## config.mk

```make
export PLATFORM = sky130hd
export DESIGN_NAME = onehot_decoder_seq
export DESIGN_NICKNAME = d
export VERILOG_FILES = /design/src/rtl/onehot_pkg.sv /design/src/rtl/onehot_rotator.sv /design/src/rtl/onehot_decoder_seq.sv
export SDC_FILE = /design/constraint.sdc
export NUM_CORES = 1
export LEC_CHECK = 0
export ABC_AREA = 1
export BUFFER_PORTS_ARGS = -buffer_cell sky130_fd_sc_hd__buf_2
export CORE_UTILIZATION = 40
export CTS_CLUSTER_DIAMETER = 150
export DETAILED_ROUTE_END_ITERATION = 12
export HOLD_SLACK_MARGIN = 0.02
export PLACE_DENSITY_LB_ADDON = 0.05
export SETUP_SLACK_MARGIN = 0.3
export SYNTH_ARGS = -nofsm -noshare
export SYNTH_HDL_FRONTEND = slang
export SYNTH_SLANG_ARGS = --single-unit
export TNS_END_PERCENT = 50
```

## constraint.sdc

```tcl
create_clock -name clk -period 1.35 [get_ports clk]
set_clock_uncertainty 0.15 [all_clocks]
set_input_delay 0.0675 -clock clk [delete_from_list [all_inputs] [get_ports clk]]
set_output_delay 0.0675 -clock clk [all_outputs]
set_load 0.01 [all_outputs]
```

## src/rtl/onehot_pkg.sv

```systemverilog
// Shared types and helpers for the registered one-hot decoder family.
package onehot_pkg;

    localparam int unsigned MAX_N = 256;

    typedef logic [MAX_N-1:0] vec_t;

    typedef enum logic [1:0] {
        IDLE = 2'd0,
        HOLD = 2'd1,
        SCAN = 2'd2
    } state_t;

    // One-hot of sel at width n; zero when sel is out of range.
    function automatic vec_t onehot_of(input int unsigned sel, input int unsigned n);
        vec_t v;
        v = '0;
        if ((sel < n) && (sel < MAX_N)) begin
            v = vec_t'(1) << sel;
        end
        return v;
    endfunction

    function automatic logic is_onehot0(input vec_t v);
        return ((v & (v - vec_t'(1))) == '0);
    endfunction

endpackage

```

## src/rtl/onehot_rotator.sv

```systemverilog
// Combinational rotate-left-by-one of an N-bit vector, flagging top-bit wrap.
// Zero latency; no flow control.
module onehot_rotator #(
    parameter int N = 8
) (
    input  logic [N-1:0] i_vec,
    output logic [N-1:0] o_vec,
    output logic         o_wrap
);

    assign o_vec  = {i_vec[N-2:0], i_vec[N-1]};
    assign o_wrap = i_vec[N-1];

endmodule

```

## src/rtl/onehot_decoder_seq.sv

```systemverilog
// Registered binary-to-one-hot decoder with hold/pulse/scan modes and range error.
// One cycle from load or step to out_o; no backpressure, every request is taken.
module onehot_decoder_seq
    import onehot_pkg::*;
#(
    parameter int SEL_W = 3,
    parameter int OUT_N = 8,
    parameter int PULSE = 0
) (
    input  logic             clk,
    input  logic             rst,
    input  logic             clear_i,
    input  logic             in_valid_i,
    input  logic [SEL_W-1:0] in_sel_i,
    input  logic             scan_en_i,
    input  logic             step_i,
    output logic [OUT_N-1:0] out_o,
    output logic             out_valid_o,
    output logic             err_o,
    output logic             wrap_o
);

    localparam int unsigned N_U = OUT_N;

    if ((SEL_W < 1) || (SEL_W > 16) || (OUT_N < 2) || (OUT_N > (2 ** SEL_W)) ||
        (OUT_N > MAX_N)) begin : g_bad_params
        $fatal(1, "onehot_decoder_seq: OUT_N must lie in 2..2**SEL_W");
    end

    state_t           r_state;
    state_t           w_state_nxt;
    logic [OUT_N-1:0] r_out;
    logic [OUT_N-1:0] w_out_nxt;
    logic             r_out_vld;
    logic             r_err;
    logic             w_err_nxt;
    logic             r_wrap;
    logic             w_wrap_nxt;

    logic [OUT_N-1:0] w_dec;
    logic             w_sel_oor;
    logic [OUT_N-1:0] w_rot;
    logic             w_rot_wrap;

    // Range check on the full-width select, never a truncated copy.
    assign w_sel_oor = (32'(in_sel_i) >= N_U);
    assign w_dec     = OUT_N'(onehot_of(32'(in_sel_i), N_U));

    onehot_rotator #(
        .N (OUT_N)
    ) u_rot (
        .i_vec  (r_out),
        .o_vec  (w_rot),
        .o_wrap (w_rot_wrap)
    );

    always_comb begin
        w_state_nxt = r_state;
        w_out_nxt   = r_out;
        w_err_nxt   = 1'b0;
        w_wrap_nxt  = 1'b0;
        if (clear_i) begin
            w_state_nxt = IDLE;
            w_out_nxt   = '0;
        end else if (in_valid_i) begin
            if (w_sel_oor) begin
                w_state_nxt = IDLE;
                w_out_nxt   = '0;
                w_err_nxt   = 1'b1;
            end else begin
                w_state_nxt = scan_en_i ? SCAN : HOLD;
                w_out_nxt   = w_dec;
            end
        end else begin
            case (r_state)
                IDLE: begin
                    w_out_nxt = '0;
                end
                HOLD: begin
                    if (PULSE != 0) begin
                        w_state_nxt = IDLE;
                        w_out_nxt   = '0;
                    end
                end
                SCAN: begin
                    if (step_i) begin
                        w_out_nxt  = w_rot;
                        w_wrap_nxt = w_rot_wrap;
                    end
                end
                default: begin
                    w_state_nxt = IDLE;
                    w_out_nxt   = '0;
                end
            endcase
        end
    end

    always_ff @(posedge clk or posedge rst) begin
        if (rst) begin
            r_state   <= IDLE;
            r_out     <= '0;
            r_out_vld <= 1'b0;
            r_err     <= 1'b0;
            r_wrap    <= 1'b0;
        end else begin
            r_state   <= w_state_nxt;
            r_out     <= w_out_nxt;
            r_out_vld <= |w_out_nxt;
            r_err     <= w_err_nxt;
            r_wrap    <= w_wrap_nxt;
        end
    end

    assign out_o       = r_out;
    assign out_valid_o = r_out_vld;
    assign err_o       = r_err;
    assign wrap_o      = r_wrap;

    a_onehot0 : assert property (@(posedge clk) disable iff (rst)
        is_onehot0(vec_t'(r_out)) && (r_out_vld == (|r_out)));

endmodule

```

## Yosys cells after proc, flatten, opt, wreduce, memory -nomap -nowiden

Cells that the tools add are included.

- Flip-flop bits (word level): 12
- Input port bits: 9
- Output and inout port bits: 11
- Word-level logic and storage cells: 23

- Equal/unequal tests: 3
- Shifts and indexed selects: 1
- Multiplexer cells: 12
- Reduce and logical (&&, ||, !) cells: 3

Operators by type and width:

| kind | number |
|---|---|
| $mux 8 | 3 |
| $pmux 8 s2 | 1 |
| $mux 2 | 4 |
| $reduce_or 8->1 | 1 |
| $shl 1x3->8 const A | 1 |
| $mux 1 | 4 |
| $ne 3x1->1 const B | 1 |
| $reduce_or 3->1 | 1 |
| $eq 2x1->1 const B | 1 |
| $eq 2x2->1 const B | 1 |
| $logic_not 2->1 | 1 |

## Logic depth before layout (Yosys ltp)

Gate-level depths: netlist (run 1).

- Depth in word-level cells: 5
- Depth in mapped cells: 12
- Depth with buffers taken out: 12

## Cells and area by module

A second synthesis (run 1) with hierarchy kept.

- Cell total of the unflattened synthesis: 144
- Area total of the unflattened synthesis: 935.9 um^2

Modules (own cells, without submodules):

| module | instances | cells an instance | area each (um^2) | sequential area each (um^2) |
|---|---|---|---|---|
| onehot_decoder_seq | 1 | 135 | 868.3 | 300.3 |
| onehot_rotator | 1 | 9 | 67.6 | 0.0 |

## Least setup slack after synthesis (run 1)

OpenSTA, ideal clock, no wires.

- Kind: reg2reg
- Start point: reg r_state[0]
- End point: reg r_out_vld, in the netlist out_valid_o
- Setup time: 119 ps
- Data arrival time: 1190 ps
- Data required time: 1081 ps
- Slack: -109 ps
- Stages on the path, launching flop included: 13
- Path buffers: 0
- Period minus slack after synthesis: 1459 ps
- Path through: dfrtp_1 -> inv_1 -> ha_1 -> nand2_2 -> nand2_4 -> nand2_1 -> nand2_1 -> nand2_1 -> nand2_1 -> nand2_2 -> nand2_1 -> nor2_1 -> nand2_1

- Word-level cells in the longest chain between the ends: 5
- Elaborated cells between the ends (all ways): 6
- Classes of those cells: eq/ne: 2; mux: 3; reduce/logical: 1

RTL lines:

| item | line | RTL |
|---|---|---|
| from (decl) | onehot_decoder_seq.sv:30 | `state_t r_state;` |
| from (signal assigned) | onehot_decoder_seq.sv:107 | `r_state <= w_state_nxt;` |
| $eq 2x2->1 or $eq 2x1->1 (tied branches) | onehot_decoder_seq.sv:75 | `case (r_state)` |
| $pmux 8 s2 (*) | onehot_decoder_seq.sv:75 |  |
| $mux 8 (*) | onehot_decoder_seq.sv:65 | `end else if (in_valid_i) begin` |
| $mux 8 (*) | onehot_decoder_seq.sv:62 | `if (clear_i) begin` |
| $reduce_or 8->1 (*) | onehot_decoder_seq.sv:109 | `r_out_vld <= \|w_out_nxt;` |
| to (signal assigned) | onehot_decoder_seq.sv:109 |  |
| to (decl) | onehot_decoder_seq.sv:34 | `logic r_out_vld;` |

Every way passes the cells marked *; elsewhere a longest branch is shown, timed or not.
A chain may end at the register's enable or synchronous reset.

## Final worst setup path (run 1)

Ends and elaborated chain as after synthesis.

==> results of run 1 <==
-- registers in the layout, summed over array words and instances (netlist names) --
name         flops
out_valid_o      1
out_o            8
wrap_o           1
r_state          2
-- cell families after synthesis --
| group | count (synthesis) |
|---|---|
| simple gates | 70 |
| buf+inv | 25 |
| flops | 12 |
| compound gates | 10 |
| fa+ha+maj | 3 |
| other cells | 1 |
-- critical path: cells and delay by family, from the launching register on --
kind,cells,cell delay (ps)
adders and majority gates,1,180
buffers and inverters,1,70
DFF,1,410
and+or+nand+nor,10,640
-- per-stage QoR --
stage	hold slack, ps	instances
6_report	-76.9	181
5_1_grt	-65.6	181
4_1_cts	-74.7	178
3_5_place_dp	-39.4	167
3_3_place_gp	-46.8	167
2_1_floorplan	-218	121
-- cell usage after synthesis, drive strengths merged, types with 2 or more instances --
library cell / n
buf: 2
dfrtp: 12
ha: 3
inv: 22
nand2: 60
nand3: 2
nor2: 6
o21ai: 7
or2: 2
-- cell type report --
class | count | area (µm²) | share of cell area [%]
clock buffers | 4 | 36.3 | 3.15
inverters | 23 | 93.8 | 8.13
multi-input cells | 84 | 473 | 41.0
flip-flops and latches | 12 | 302 | 26.1
well taps | 25 | 31.3 | 2.71
repair buffers | 33 | 218 | 18.9
-- repair_timing --
action                                  in CTS  in global routing
pin swaps                                    3                  9
hold endpoints to repair                    15                  2
setup buffers                                4                  3
endpoints found under the setup margin      15                 20
resized for setup                            8                 22
-- where the power goes --
part / internal [W] / switching [W] / leakage [nW]
combinational: 0.0000980 / 0.000130 / 0.522
clock: 0.000164 / 0.000135 / 0.0210
sequential: 0.000379 / 0.0000169 / 0.156
total: 0.000641 / 0.000282 / 0.699
-- per-layer routing --
metal	vias to the layer above	routed length (µm)	part of all wire [%]	GRT usage (%)
met5	-	0	0	0
met4	0	46	2.5	8.57
met3	5	47	2.5	3.46
met2	16	872	47	33.6
met1	347	880	48	25.9
li1	432	-	-	-
-- worst paths after layout --
check                            from          end  slack (ps)  depth (start not counted)
max                        r_state[0]  out_valid_o        -200                         12
min                        in_valid_i   r_state[1]         -80                          3
max reg2reg                r_state[0]  out_valid_o        -200                         12
min reg2reg                  out_o[3]     out_o[3]         560                          6
max in group asynchronous         rst   r_state[0]         510                          3
min in group asynchronous         rst     out_o[4]         180                          3
==> flow_summary_export.csv, run 1 <==
group,metric,value,unit
cells_and_area,final_cell_mix,"nand2_1 (41), buf_2 (18), nand2_2 (15)",
routing,drt_iter0_drc,9,
worst_setup_path,slowest_stage,"dfrtp_2",
synthesis,synth_area,802,µm²
routing,drc,0,
global_route,grt_max_degree,13,
floorplan,die_w,46.8,µm
synthesis,synth_top_area_cell,"dfrtp_1",
cells_and_area,layout-drive-gt1-share,46.2,%
routing,vias_per_cell,4.42,
sta,rsz0062_at_grt,"true",
floorplan,initial_core_util,44.5,%
cts,cts_sinks,12,
cts,cts_buffer_depth,2,
floorplan,rows,15,
worst_setup_path,required,1380,ps
global_route,grt_pass1_wl,3060,µm
worst_setup_path,crit_arrival,1580,ps
synthesis,ys.warnings.count,0,
worst_setup_path,crit_chain,"inv_2 > ha_4 > nand2_4 > nand2_4 > nand2_1 > nand2_1 > nand2_1 > nand2_1 > nand2_2 > nand2_1 > nor2_1 > nand2_1",
pwr,leakage,0.699,nW
sta,fmaxAchievable,645,MHz
pwr,ir_drop,0.598,mV
synthesis,synth.mux.area_fraction,0,%
placement,place_ws,-243,ps
synthesis,synth-compound-area-share,7.96,%
cts,cts_made_buffers,3,
floorplan,dieArea,0.00219,mm²
worst_setup_path,cp-end-kind,"flop",
sta,holdWs,-76.9,ps
synthesis,ys.flop_type,"dfrtp_1",
cts,hold_buffers,3,
worst_setup_path,critPathKind,"reg -> reg",
global_route,grt-ovfl-total,0,
sta,setup_slack,-199,ps
synthesis,avgSynthCellArea,6.63,µm²
global_route,grt_pass1_vias,710,
cts,clk_latency,290,ps
routing,routed-via-count,800,
synthesis,synth_edf_count,0,
synthesis,syn_inst,121,
synthesis,synthSimpleGateAreaFrac,36.8,%
cells_and_area,final_cell_area,0.00115,mm²
placement,gp_congestion,0.802,
cells_and_area,final_common_cell,"nand2_1",
synthesis,syn_nets,133,
worst_hold_path,hold_class,"in -> reg",
synthesis,synth_fa_ha_area_share,4.68,%
synthesis,synth_top_family_by_area,"simple AND/OR/NAND/NOR gates",
worst_setup_path,start_kind,"flop",
sta,finalSetupViolCount,10,
pwr,finalPower,0.000923,W
synthesis,ys_ff_latch,12,
placement,io_buffers,18,
synthesis,yosys-top-cells-area,"dfrtp_1 (37%), nand2_1 (25%), inv_1 (8.4%)",
sta,fin_crit,1550,ps
cells_and_area,area_growth,43.8,%
routing,wire_per_inst,10.2,µm
sta,slew_viol_final,0,
synthesis,synth.top_cell.area_share,37.4,%
sta,hold_violations,1,
pwr,cellPowerDensity,800,mW/mm²
job,cap_violations,0,
global_route,antenna_found_initial,0,
floorplan,die_y,46.8,µm
synthesis,yosysSeqAreaShare,37.4,%
cells_and_area,antennaDiodeCount,0,
floorplan,coreArea,0.00180,mm²
synthesis,ys_types,20,
cts,cts.clk_slew.worst_paths,90,ps
routing,totalWireLength,1850,µm
worst_setup_path,cpMostUsedCell,"nand2_1",
global_route,grt_usage,20.3,%
floorplan,ioPinCount,20,
worst_setup_path,crit_path_max_incr_delay,410,ps
routing,ant_nets,0,
synthesis,postSynth.asyncResetShare,100,%
sta,finalSetupTns,-1020,ps
cells_and_area,final_nets,169,
status,status,"finished, violations left",
cts,clock-root-buffer,"clkbuf_4",
cells_and_area,fin_util,64.0,%
synthesis,synthXorXnorAreaFrac,0,%
worst_setup_path,crit_fanout,7,
cts,cts_tree,"done",
cells_and_area,fillCellCount,160,
placement,dp_hpwl,1340,µm
sta,fin_crit_sh,115,%
placement,placed_cell_area,951,µm²
routing,detail_route.first_pass.iterations,4,
cts,h-tree-depth,1,
status,violations,"negative hold slack, negative setup slack",
Note: power is estimated with default switching activity, not from simulation.
==> inputs of run 2 (changes only) <==
==> constraint.sdc (replaced) <==
create_clock -name clk -period 1.8 [get_ports clk]
set_clock_uncertainty 0.15 [all_clocks]
set_input_delay 0.09 -clock clk [delete_from_list [all_inputs] [get_ports clk]]
set_output_delay 0.09 -clock clk [all_outputs]
set_load 0.01 [all_outputs]
==> flow_summary_export.csv, run 2 (synthesized netlist as in run 1, its figures left out) <==
group,metric,value,unit
status,status,"complete, no violations",
pwr,ir_drop,0.443,mV
sta,finalSetupTns,0,ps
global_route,grt_usage,18.4,%
worst_setup_path,crit_chain,"inv_2 > ha_4 > nand2_2 > nand2_4 > nand2_1 > nand2_1 > nand2_1 > nand2_1 > nand2_2 > nand2_1 > nor2_2 > nand2_1",
cts,cts_tree,"done",
worst_setup_path,cpMostUsedCell,"nand2_1",
placement,dp_hpwl,1310,µm
worst_setup_path,critPathKind,"reg -> reg",
worst_setup_path,crit_path_max_incr_delay,410,ps
pwr,cellPowerDensity,588,mW/mm²
worst_setup_path,crit_fanout,7,
sta,hold_violations,0,
sta,slew_viol_final,0,
pwr,leakage,0.628,nW
routing,ant_nets,0,
routing,wire_per_inst,10.2,µm
cells_and_area,ff_latch_area,303,µm²
sta,holdWs,31.7,ps
worst_setup_path,slowest_stage,"dfrtp_2",
sta,fmaxAchievable,641,MHz
floorplan,rows,15,
pwr,p_seq_share,48.9,%
routing,vias_per_cell,4.51,
sta,fin_crit,1560,ps
sta,finalSetupViolCount,0,
floorplan,ioPinCount,20,
sta,rsz0062_at_grt,"true",
floorplan,die_y,46.8,µm
floorplan,coreArea,0.00180,mm²
routing,totalWireLength,1750,µm
placement,gp_congestion,0.810,
global_route,grt_max_degree,13,
floorplan,die_w,46.8,µm
pwr,p_clk_share,27.1,%
cts,cts_made_buffers,3,
worst_setup_path,cp-end-kind,"flop",
placement,io_buffers,18,
pwr,p_sw,0.000187,W
floorplan,initial_core_util,44.5,%
global_route,grt-ovfl-total,0,
cts,clk_latency,270,ps
routing,detail_route.first_pass.iterations,4,
routing,drt_iter0_drc,15,
floorplan,dieArea,0.00219,mm²
routing,routed-via-count,772,
placement,place_ws,176,ps
cts,cts_sinks,12,
job,cap_violations,0,
pwr,p_comb_share,24.0,%
cts,cts_buffer_depth,2,
pwr,power_switching_share,30.8,%
cells_and_area,final_cell_mix,"nand2_1 (49), buf_2 (17), inv_1 (13)",
worst_hold_path,hold_class,"in -> reg",
sta,fin_crit_sh,86.7,%
global_route,grt_pass1_vias,639,
cts,cts.clk_slew.worst_paths,70,ps
cells_and_area,multiInputGateArea,438,µm²
cells_and_area,final_nets,160,
worst_setup_path,required,1820,ps
cells_and_area,area_growth,28.7,%
cells_and_area,antennaDiodeCount,0,
worst_setup_path,start_kind,"flop",
cells_and_area,layout-drive-gt1-share,34.9,%
global_route,grt_pass1_wl,2670,µm
cells_and_area,final_common_cell,"nand2_1",
pwr,intPower,0.000420,W
cells_and_area,fillCellCount,194,
routing,drc,0,
cells_and_area,largest_reg_flops,8,
sta,setup_slack,239,ps
cts,clock-root-buffer,"clkbuf_4",
cts,h-tree-depth,1,
global_route,antenna_found_initial,0,
worst_setup_path,crit_arrival,1580,ps
run 2: area by class of cell:
class | count | share of cell area (%)
timing repair buffer | 24 | 14.7
clock buffer | 3 | 2.18
tap | 25 | 3.03
multi-input combinational | 84 | 42.4
inverter | 23 | 8.36
sequential | 12 | 29.3
run 2: per-layer routing:
| metal | GRT usage, % | vias up | share of wire (%) | routed length [µm] |
|---|---|---|---|---|
| met2 | 27.5 | 18 | 44 | 778 |
| li1 | - | 408 | - | - |
| met1 | 25.7 | 341 | 51 | 885 |
| met5 | 0 | - | 0 | 0 |
| met3 | 2.31 | 5 | 2.6 | 45 |
| met4 | 10.3 | 0 | 2.5 | 44 |
run 2: path summary, 6_finish.rpt:
kind                            slack, ps  depth (start not counted)         from          end
worst max-delay path                  240                         12   r_state[0]  out_valid_o
worst min-delay path                   30                          4  in_sel_i[0]     out_o[4]
worst max register to register        240                         12   r_state[0]  out_valid_o
worst min register to register        430                          2     out_o[7]       wrap_o
max in group asynchronous             940                          3          rst   r_state[0]
min in group asynchronous             220                          3          rst     out_o[3]
run 2: timing repair:
item / 4_1_cts / 5_1_grt
pin swaps: 2 / 3
hold endpoints to repair: 14 / 0
resized for setup: 8 / 9
buffers inserted: 1 / 1
hold buffers: 5 / 0
gates cloned: 0 / 0
setup endpoints to repair: 1 / 6
run 2: worst max-delay path, delay by kind of cell, from the launching register on:
kind                       cells  cell delay, ps
and+or+nand+nor               10             690
adders and majority gates      1             160
buffers and inverters          1              60
DFF                            1             410
run 2: through the flow:
step / utilization (%) / area [µm²] / cells / power, W
4_1_cts: 55.8 / 1010 / 171 / 0.000606
2_1_floorplan: - / 802 / 121 / 0.000383
6_report: 57.3 / 1030 / 171 / 0.000607
5_1_grt: 57.3 / 1030 / 171 / 0.000642
3_3_place_gp: 50.4 / 908 / 162 / 0.000424
3_5_place_dp: 50.4 / 908 / 162 / 0.000425
run 2: power by group through the flow:
stage / logic [W] / registers [W] / clock network [W]
2_1_floorplan: 0.0000791 / 0.000304 / 0
3_3_place_gp: 0.000125 / 0.000299 / 0
3_5_place_dp: 0.000126 / 0.000300 / 0
4_1_cts: 0.000142 / 0.000295 / 0.000169
5_1_grt: 0.000164 / 0.000299 / 0.000179
6_report: 0.000146 / 0.000297 / 0.000164
